## src/rtl/tron_match_scoreboard.sv

```systemverilog
// rtl/tron_match_scoreboard.sv - Tron round/match scoreboard: crash latching, round award, match decision
module tron_match_scoreboard #(
  parameter int         NUM_PLAYERS   = 2,
  parameter int         WIN_SCORE     = 3,
  parameter int         SCORE_W       = 2,
  parameter logic [7:0] ALIVE_COLOR   = 8'h01,
  parameter int         SETTLE_CYCLES = 4
) (
  input  logic                           Clk,
  input  logic                           Reset_Score,
  input  logic [2:0]                     Game_State,
  input  logic [8*NUM_PLAYERS-1:0]       player_color,
  output logic [SCORE_W*NUM_PLAYERS-1:0] score,
  output logic                           reset_round,
  output logic                           round_draw,
  output logic [NUM_PLAYERS-1:0]         winner,
  output logic                           match_over,
  output logic [7:0]                     round_count
);
  localparam int CNT_W = (SETTLE_CYCLES > 1) ? $clog2(SETTLE_CYCLES) : 1;
  localparam logic [CNT_W-1:0]   CNT_LAST = CNT_W'(SETTLE_CYCLES - 1);
  localparam logic [SCORE_W-1:0] WIN      = SCORE_W'(WIN_SCORE);

  typedef enum logic [2:0] {
    PLAY, SETTLE, AWARD, ROUND_RESET, WAIT_CLEAR, MATCH_OVER
  } state_t;

  state_t                           state;
  logic [NUM_PLAYERS-1:0]           crash_q;
  logic [NUM_PLAYERS-1:0]           crashed;
  logic [NUM_PLAYERS-1:0]           survivors;
  logic [NUM_PLAYERS-1:0]           win_hit;
  logic [CNT_W-1:0]                 settle_cnt;
  logic                             quiet;
  logic [3:0]                       alive;
  logic [SCORE_W*NUM_PLAYERS-1:0]   score_upd;
  logic                             clear;
  logic                             latch_en;

  assign clear    = Reset_Score | (Game_State == 3'd0);
  assign latch_en = (state == PLAY) || (state == SETTLE);

  // The crash arriving this cycle counts immediately, so the round closes one cycle after crash_q rises.
  always_comb begin
    survivors = ~(crashed | (latch_en ? crash_q : '0));
    alive     = '0;
    for (int i = 0; i < NUM_PLAYERS; i++) begin
      alive = alive + 4'(survivors[i]);
    end
  end

  always_comb begin
    score_upd = score;
    win_hit   = '0;
    for (int i = 0; i < NUM_PLAYERS; i++) begin
      if (alive == 4'd1 && survivors[i] && score[SCORE_W*i +: SCORE_W] < WIN) begin
        score_upd[SCORE_W*i +: SCORE_W] = score[SCORE_W*i +: SCORE_W] + SCORE_W'(1);
      end
      win_hit[i] = (score_upd[SCORE_W*i +: SCORE_W] == WIN);
    end
  end

  always_ff @(posedge Clk) begin
    if (clear) begin
      state       <= PLAY;
      crash_q     <= '0;
      crashed     <= '0;
      settle_cnt  <= '0;
      quiet       <= 1'b0;
      score       <= '0;
      reset_round <= 1'b0;
      round_draw  <= 1'b0;
      winner      <= '0;
      match_over  <= 1'b0;
      round_count <= '0;
    end else begin
      for (int i = 0; i < NUM_PLAYERS; i++) begin
        crash_q[i] <= (player_color[8*i +: 8] != ALIVE_COLOR);
      end
      reset_round <= 1'b0;
      round_draw  <= 1'b0;
      if (latch_en) begin
        crashed <= crashed | crash_q;
      end
      case (state)
        PLAY: begin
          if (alive <= 4'd1) begin
            state      <= SETTLE;
            settle_cnt <= '0;
          end
        end
        SETTLE: begin
          settle_cnt <= settle_cnt + CNT_W'(1);
          if (settle_cnt == CNT_LAST) begin
            state      <= AWARD;
            round_draw <= (alive == 4'd0);
          end
        end
        AWARD: begin
          score       <= score_upd;
          round_count <= round_count + 8'd1;
          if (|win_hit) begin
            state      <= MATCH_OVER;
            match_over <= 1'b1;
            winner     <= win_hit;
          end else begin
            state       <= ROUND_RESET;
            reset_round <= 1'b1;
          end
        end
        ROUND_RESET: begin
          crashed <= '0;
          quiet   <= 1'b0;
          state   <= WAIT_CLEAR;
        end
        // Two quiet samples in a row mean the renderer has wiped the old trails.
        WAIT_CLEAR: begin
          if (|crash_q) begin
            quiet <= 1'b0;
          end else if (quiet) begin
            state <= PLAY;
          end else begin
            quiet <= 1'b1;
          end
        end
        MATCH_OVER: ;
        default: state <= PLAY;
      endcase
    end
  end
endmodule
```

## config.mk

```make
export PLATFORM = sky130hd
export DESIGN_NAME = tron_match_scoreboard
export DESIGN_NICKNAME = d
export VERILOG_FILES = /design/src/rtl/tron_match_scoreboard.sv
export SDC_FILE = /design/constraint.sdc
export NUM_CORES = 1
export LEC_CHECK = 0
export ABC_CLOCK_PERIOD_IN_PS = 1900
export BUFFER_PORTS_ARGS = -buffer_cell sky130_fd_sc_hd__buf_4
export CAP_MARGIN = 40
export CORE_MARGIN = 5
export CORE_UTILIZATION = 35
export DETAILED_ROUTE_END_ITERATION = 8
export GPL_ROUTABILITY_DRIVEN = 0
export PLACE_DENSITY_LB_ADDON = 0.12
export SLEW_MARGIN = 0
export SYNTH_ARGS = -nofsm -noshare
export SYNTH_HDL_FRONTEND = slang
export SYNTH_SLANG_ARGS = --single-unit
```

## constraint.sdc

```tcl
create_clock -name Clk -period 1.9 [get_ports Clk]
set_input_delay 0.38 -clock Clk [delete_from_list [all_inputs] [get_ports Clk]]
set_output_delay 0.38 -clock Clk [all_outputs]
set_load 0.01 [all_outputs]
```

==> results of run 1 <==
==> where the power goes <==
group | switching (uW) | total, uW | internal [uW]
Sequential | 13.3 | 590 | 577
Combinational | 51.5 | 108 | 56.4
Clock | 173 | 323 | 150
Total | 237 | 1020 | 783
==> state kept, by name (all words and copies together), names as in the netlist <==
register	flops
settle_cnt	2
state	3
score	4
reset_round	1
round_count	8
round_draw	1
crashed	2
match_over	1
crash_q	2
quiet	1
winner	2
==> cell type report <==
type                            count  area (um2)
Tap cell                           48        60.1
Fill cell                         376        1960
Multi-Input combinational cell    112         756
Timing Repair Buffer               41         308
Sequential cell                    27         541
Clock buffer                        4        45.0
Inverter                            4        15.0
==> cell usage in the layout (no fill, tap or decap), drive strengths merged, types with 3 or more instances in the layout <==
master,netlist,final
a211oi,5,5
nor2,20,20
nor4,3,3
buf,2,41
nor4b,3,3
xor2,5,5
ha,4,4
nor3,3,3
a21oi,7,7
inv,4,4
nand2,8,8
dfxtp,27,27
mux2i,3,3
clkbuf,4,4
nor3b,4,4
or3b,3,3
xnor2,4,4
o211ai,3,3
nand4,5,5
o21ai,7,7
and2,3,3
==> worst reg2reg max path, delay by kind of cell (launching register included) <==
kind	cells	cell delay, ps
DFF	1	430
muxes	1	330
and+or+nand+nor	1	530
AOI/OAI and AO/OA	2	350
==> cells in the mapped netlist (3+ instances only) <==
library cell / count / share of area
clkbuf_1: 4 / 0.011
xor2_1: 5 / 0.032
inv_1: 4 / 0.011
a21oi_1: 7 / 0.026
dfxtp_1: 27 / 0.40
nand4_1: 5 / 0.023
mux2i_1: 3 / 0.022
and2_1: 3 / 0.014
nor4_1: 3 / 0.014
ha_1: 4 / 0.037
nor3_1: 3 / 0.011
a211oi_1: 5 / 0.028
xnor2_1: 4 / 0.026
o21ai_0: 6 / 0.022
nor4b_1: 3 / 0.019
nor2_1: 20 / 0.056
nand2_1: 8 / 0.022
==> kinds of logic after synthesis <==
group / after synthesis
xor gates and xnor gates: 9
DFF: 27
buffers and inverters: 10
and+or+nand+nor: 61
muxes: 5
AOI/OAI and AO/OA: 33
adders and majority gates: 4
==> final timing paths <==
check                             start                    endpoint
max               state[1]$_SDFFE_PP0P_      winner[0]$_SDFFE_PP0P_
min                    player_color[15]       crash_q[1]$_SDFF_PP0_
max reg2reg       state[1]$_SDFFE_PP0P_      winner[0]$_SDFFE_PP0P_
min reg2reg  settle_cnt[1]$_SDFFE_PP0P_  settle_cnt[1]$_SDFFE_PP0P_
==> through the flow <==
step	area (um2)	utilization	setup slack [ps]	hold slack (ps)
floorplan	1350	-	334	439
global placement	1680	0.455	206	452
detailed placement	1680	0.455	183	456
CTS	1720	0.467	172	346
global route	1720	0.467	20.3	360
finish	1720	0.467	164	350
==> routing by layer <==
metal	wire length, um	up-vias
li1	-	622
met3	125	2
met4	24	0
met2	1740	17
met1	1350	586
met5	0	-
==> flow_summary.toml, run 1 <==
[finish]
area_growth_pct = 27.8
nets = 214
final_layout_size_suffix_gt1_frac = 0.287
antennaDiodeCount = 0
finalNonFillerCells = 236

[clock_tree]
clk_transition_reported_paths_ps = 90
cts_setup_buffers = 0
cts_resized = 0
cts_tree = "done"
htree_levels = 1
cts_hold_buf = 0
insertion_delay_ps = 270
cts.sinks = 27
numCtsBuffers = 3
cts_buffer_depth = 2
cts-root-buf = "clkbuf_8"

[setup_path]
path_buf_inv = 0
crit_required_ps = 2070
end_kind = "flip-flop"
critPathLaunchType = "flip-flop"
max_stage_delay_ps = 530
reg2reg_depth = 4
crit_family = "simple AND/OR/NAND/NOR gates"
reg2reg_slack_ps = 160
cp_slowest_cell = "or3b_2"
worstSetupPathType = "reg -> reg"
crit_fanout = 12
crit_chain = "or3b_2, o211ai_2, mux2_4, a22o_1"
cp.arrival_ps = 1910
cp_num_cells = 4

[drt]
vias = 1227
remaining_drc_errors = 0
vias_per_cell = 5.20
ant_nets = 0
wirelength_um = 3240
first_iter_violations = 73
firstDrtPassIters = 4
routed_wire_length_per_instance_um = 13.7

[global_routing]
grt_max_degree = 15
grt_overflow = 0
grt_pass1_wl_um = 5510
gr-usage-met1 = 0.150
grt_antenna_before_repair = 0
met2_usage = 0.241
grtUsageMet3 = 0.0360
track_usage = 0.132
grt_pass1_vias = 1210
busiest_layer = "met2"

[synth]
synth_top_family_by_area = "simple AND/OR/NAND/NOR gates"
synth_seq_cells = 27
synth-xor-area-share = 0.0584
syn_avg_cell_area_um2 = 9.05
syn-num-nets = 174
synth_edf_count = 0
synth_fa_ha_area_frac = 0.0371
synth-compound-area-share = 0.170
synth_cell_type_count = 44
yosysSeqAreaShare = 0.401
synth_ff_type = "dfxtp_1"
yosys_warnings = 0
syn-cell-area_mm2 = 0.00135
netlist_instances = 149
postSynth.asyncResetShare = 0
synthSimpleGateAreaFrac = 0.253
synthMuxAreaShare = 0.0417

[floorplan]
dieArea_mm2 = 0.00520
fp.dieH_um = 72.1
coreArea_mm2 = 0.00369
start_util = 0.366
die-width_um = 72.1
top_level_ports = 38
rows = 22

[place]
portBuffers = 37
dp.cells = 232
place.detailed.hpwl_um = 2540

[timing]
min_period_ps = 1740
setup_violations = 0
finClkSkew_ps = 4.16
post-route-period-util = 0.914
slew_headroom = 0.582
tightest_slew_ps = 624
rsz0062_at_grt = "false"
setup-tns-final_ps = 0
max_freq_mhz = 576
slew_viol_final = 0
finalHoldViolCount = 0

[power_and_ir_drop]
pwr_density_cell_mw_per_mm2 = 592
leakagePower_uw = 0.000696
finalPower_uw = 1020
peakVddDrop_mv = 0.476

[job]
max_cap_viol_count = 0

[hold_path]
hold_path_depth = 3
hold_path_class = "in -> reg"

[run_status]
outcome = "finished clean"
Note: power is estimated with default switching activity, not from simulation.
==> run 2: changes to the inputs <==
- CORE_UTILIZATION: 35 -> 50
- GPL_TIMING_DRIVEN: not set -> 0
==> run 2 against run 1 <==
Flip-flop and latch count did not move. Sequential share of layout area up 0.51 points. Cell area fell by 1.6%. Maximum frequency grew 2.4%. Worst hold slack got worse by 48 ps. Routed wire length decreased by 3.3%. Total power fell by 8.1%. Combinational power barely moved. Non-clock buffer count is 2 higher. Die area shrank 26%. Via count grew 2.9%. Critical endpoint unchanged.
==> flow_summary.toml, run 2 (synthesis results as in run 1) <==
[clock_tree]
cts_hold_buf = 0
numCtsBuffers = 3
htree_levels = 1
cts_tree = "done"
cts_resized = 0
insertion_delay_ps = 320
cts_buffer_depth = 2
cts_setup_buffers = 0
cts.sinks = 27
clk_transition_reported_paths_ps = 140
cts-root-buf = "clkbuf_4"

[drt]
wirelength_um = 3130
routed_wire_length_per_instance_um = 14.2
firstDrtPassIters = 4
ant_nets = 0
vias = 1263
remaining_drc_errors = 0
vias_per_cell = 5.74
first_iter_violations = 53

[setup_path]
end_kind = "flip-flop"
critPathLaunchType = "flip-flop"
crit_required_ps = 2140
crit_fanout = 10
worstSetupPathType = "reg -> reg"
r2r_end = "winner[0]$_SDFFE_PP0P_"
cp.arrival_ps = 1930
worstReg2RegStart = "state[1]$_SDFFE_PP0P_"
reg2reg_depth = 5
reg2reg_slack_ps = 200

[global_routing]
grt_pass1_vias = 1178
track_usage = 0.176
grt_overflow = 0
grt_pass1_wl_um = 5070
grt_max_degree = 15
grt_antenna_before_repair = 0

[timing]
min_period_ps = 1700
finalHoldViolCount = 0
max_freq_mhz = 590
timing.hold.ws_ps = 302
setup_violations = 0
rsz0062_at_grt = "false"
finClkSkew_ps = 9.89
tightest_slew_ps = 597
slew_viol_final = 0
slew_headroom = 0.601
post-route-period-util = 0.893
setup-tns-final_ps = 0

[floorplan]
coreArea_mm2 = 0.00252
rows = 18
top_level_ports = 38
dieArea_mm2 = 0.00384
fp.dieH_um = 61.9
start_util = 0.535
die-width_um = 61.9

[finish]
stdcell_area_mm2 = 0.00170
fin_util = 0.673
final_common_cell = "buf_4"
largest_reg_flops = 8
nets = 216
regMostFlops = "round_count"
nFillCells = 219
antennaDiodeCount = 0
final_cell_mix = "buf_4, dfxtp_1, nor2_1"
area_growth_pct = 25.8
biggestRegsByFlops = "round_count x8, score x4, state x3"
final_layout_size_suffix_gt1_frac = 0.274

[power_and_ir_drop]
peakVddDrop_mv = 0.542
leakagePower_uw = 0.000683
pwr_density_cell_mw_per_mm2 = 553

[job]
max_cap_viol_count = 0

[hold_path]
hold_path_depth = 3
hold_path_class = "in -> reg"
hold_end = "crash_q[1]$_SDFF_PP0_"
holdCritStartpoint = "player_color[14]"

[place]
place.detailed.hpwl_um = 2410
portBuffers = 37
placed_area_mm2 = 0.00166

[run_status]
outcome = "finished clean"
[run 2: per-layer routing]
metal  track usage  routed length, um
met4        0.0455                 36
met1         0.222               1320
met5             0                  0
met3        0.0475                244
met2         0.296               1530
[run 2: area by class of cell]
cell class	instances	area, um2	share of cell area
well taps	30	37.5	0.0221
flip-flops and latches	27	541	0.319
clock buffers	4	26.3	0.0155
repair buffers	37	278	0.164
plain buffers	6	37.5	0.0221
inverters	4	15.0	0.00885
multi-input cells	112	762	0.449
[run 2: how the worst max path moves through the flow]
stage                                        to  depth (start not counted)                  start  slack (ps)
global placement          score[1]$_SDFFE_PP0N_                          5  state[1]$_SDFFE_PP0P_         150
detailed placement        score[0]$_SDFFE_PP0N_                          5  state[1]$_SDFFE_PP0P_         120
floorplan                winner[0]$_SDFFE_PP0P_                          5  state[1]$_SDFFE_PP0P_         330
global route        round_count[7]$_SDFFE_PP0N_                          5  state[0]$_SDFFE_PP0P_          90
finish                   winner[0]$_SDFFE_PP0P_                          5  state[1]$_SDFFE_PP0P_         200
CTS                       score[0]$_SDFFE_PP0N_                          5  state[1]$_SDFFE_PP0P_          90
[run 2: where the power goes]
group | switching [uW] | leakage, uW | internal, uW | total [uW]
Sequential | 13.1 | 0.000219 | 578 | 591
Clock | 160 | 0.0000150 | 82.3 | 242
Combinational | 51.1 | 0.000449 | 53.7 | 105
Total | 224 | 0.000683 | 713 | 938
[run 2: worst max-delay path, cell delays in order, from the launching register on]
cell      delay (ps)
dfxtp_1          360
buf_6            140
nor3b_1          380
o211ai_2         170
mux2_4           340
a22o_1           220
[run 2: through the flow]
stage,cells,worst slack (ps),power [uW]
2_1_floorplan,149,334,658
3_3_place_gp,216,154,702
3_5_place_dp,216,122,707
4_1_cts,220,89.1,945
5_1_grt,220,92.6,984
6_report,220,204,938
==> run 3: changes to the inputs <==
- GPL_TIMING_DRIVEN: 0 -> not set
==> run 3 against run 2 <==
Sequential power about the same. Clock power up 3%. Routed wire length decreased by 2.1%. Worst hold slack improved by 2.7 ps. Total power up 1.2%. Non-clock buffer count shrank 2. Global-route usage down 0.60 points. Utilization shrank 0.55 points. Highest routed layer unchanged. Sequential share of layout area grew 0.26 points. Clock skew shrank 1.1 ps. Maximum frequency is 3.2% lower.
==> flow_summary.toml, run 3 (synthesis results as in run 1) <==
[timing]
timing.hold.ws_ps = 305
tightest_slew_ps = 636
finalHoldViolCount = 0
max_freq_mhz = 571
min_period_ps = 1750
rsz0062_at_grt = "false"
finClkSkew_ps = 8.77
setup_violations = 0
post-route-period-util = 0.922
slew_headroom = 0.574
slew_viol_final = 0
setup-tns-final_ps = 0

[clock_tree]
cts-root-buf = "clkbuf_4"
cts_hold_buf = 0
insertion_delay_ps = 330
cts.sinks = 27
clk_transition_reported_paths_ps = 150
numCtsBuffers = 3
cts_resized = 0
htree_levels = 1
cts_setup_buffers = 0
cts_buffer_depth = 2
cts_tree = "done"

[drt]
vias_per_cell = 5.62
remaining_drc_errors = 0
routed_wire_length_per_instance_um = 14.1
wirelength_um = 3070
firstDrtPassIters = 4
vias = 1226
ant_nets = 0
first_iter_violations = 45

[finish]
finalNonFillerCells = 218
nets = 214
fin_util = 0.667
antennaDiodeCount = 0
area_growth_pct = 24.8
final_cell_mix = "buf_4, dfxtp_1, nor2_1"
biggestRegsByFlops = "round_count x8, score x4, state x3"
regMostFlops = "round_count"
final_layout_size_suffix_gt1_frac = 0.287
final_common_cell = "buf_4"
largest_reg_flops = 8

[hold_path]
hold_path_class = "in -> reg"
hold_path_depth = 3

[setup_path]
r2r_end = "winner[0]$_SDFFE_PP0P_"
worstReg2RegStart = "state[1]$_SDFFE_PP0P_"
crit_required_ps = 2140
crit_start = "state[1]$_SDFFE_PP0P_"
cp.arrival_ps = 2000
critPathLaunchType = "flip-flop"
end_kind = "flip-flop"
worstSetupPathType = "reg -> reg"
endpoint = "winner[0]$_SDFFE_PP0P_"
crit_fanout = 12
reg2reg_slack_ps = 150
reg2reg_depth = 4

[place]
portBuffers = 37
place.detailed.hpwl_um = 2380
dp.cells = 214

[global_routing]
track_usage = 0.170
grt_pass1_wl_um = 4890
grt_overflow = 0
grt_antenna_before_repair = 0
grt_pass1_vias = 1139
grt_max_degree = 15

[power_and_ir_drop]
leakagePower_uw = 0.000688
switching_share = 0.245
power.internal_uw = 717
finalPower_uw = 949
pwr_density_cell_mw_per_mm2 = 564
peakVddDrop_mv = 0.540
switchingPower_uw = 232
clockPowerShare = 0.264
pwr-share-seq = 0.621
combPwrFrac = 0.116

[floorplan]
rows = 18
die-width_um = 61.9
fp.dieH_um = 61.9
top_level_ports = 38
start_util = 0.535
coreArea_mm2 = 0.00252
dieArea_mm2 = 0.00384

[run_status]
outcome = "finished clean"

[job]
max_cap_viol_count = 0
run 3: changes by cell type in the layout (fill, tap and decap cells not counted):
cell	change
buf_6	-2
buf_4	+4
clkbuf_1	-4
nor3b_4	-1
nor3b_2	+1
run 3: how the worst min path moves through the flow:
stage	to	start	slack, ps
floorplan	quiet$_SDFFE_PP0P_	quiet$_SDFFE_PP0P_	440
global placement	settle_cnt[1]$_SDFFE_PP0P_	settle_cnt[1]$_SDFFE_PP0P_	450
detailed placement	quiet$_SDFFE_PP0P_	quiet$_SDFFE_PP0P_	470
CTS	crash_q[0]$_SDFF_PP0_	player_color[3]	290
global route	crash_q[0]$_SDFF_PP0_	player_color[1]	310
finish	crash_q[0]$_SDFF_PP0_	player_color[3]	300
run 3: stage by stage:
| step | cell area [um2] | worst slack, ps |
|---|---|---|
| 3_5_place_dp | 1660 | 157 |
| 4_1_cts | 1680 | 130 |
| 3_3_place_gp | 1660 | 210 |
| 5_1_grt | 1680 | 19.3 |
| 2_1_floorplan | 1350 | 334 |
| 6_report | 1680 | 148 |
run 3: worst max-delay path, stage by stage (launching register included):
cell      delay [ps]
dfxtp_1          450
or3b_2           530
o211ai_2         140
mux2_4           330
a22o_1           220
run 3: layer usage:
metal | routed length, um | up-vias | track usage
li1 | - | 620 | -
met1 | 1400 | 563 | 0.236
met2 | 1440 | 41 | 0.263
met3 | 205 | 2 | 0.0372
met4 | 23 | 0 | 0.0515
met5 | 0 | - | 0
run 3: layout make-up:
class                           count  area (um2)
Multi-Input combinational cell    112         756
Inverter                            4        15.0
Clock buffer                        4        26.3
Sequential cell                    27         541
Timing Repair Buffer               41         308
Fill cell                         207         840
Tap cell                           30        37.5
run 3: power groups by stage:
stage | Clock, uW | Sequential [uW] | Combinational [uW]
after detailed placement | 0 | 601 | 109
after global placement | 0 | 601 | 105
after global routing | 285 | 591 | 123
after CTS | 257 | 589 | 110
final | 250 | 589 | 110
after floorplan | 0 | 599 | 59.7
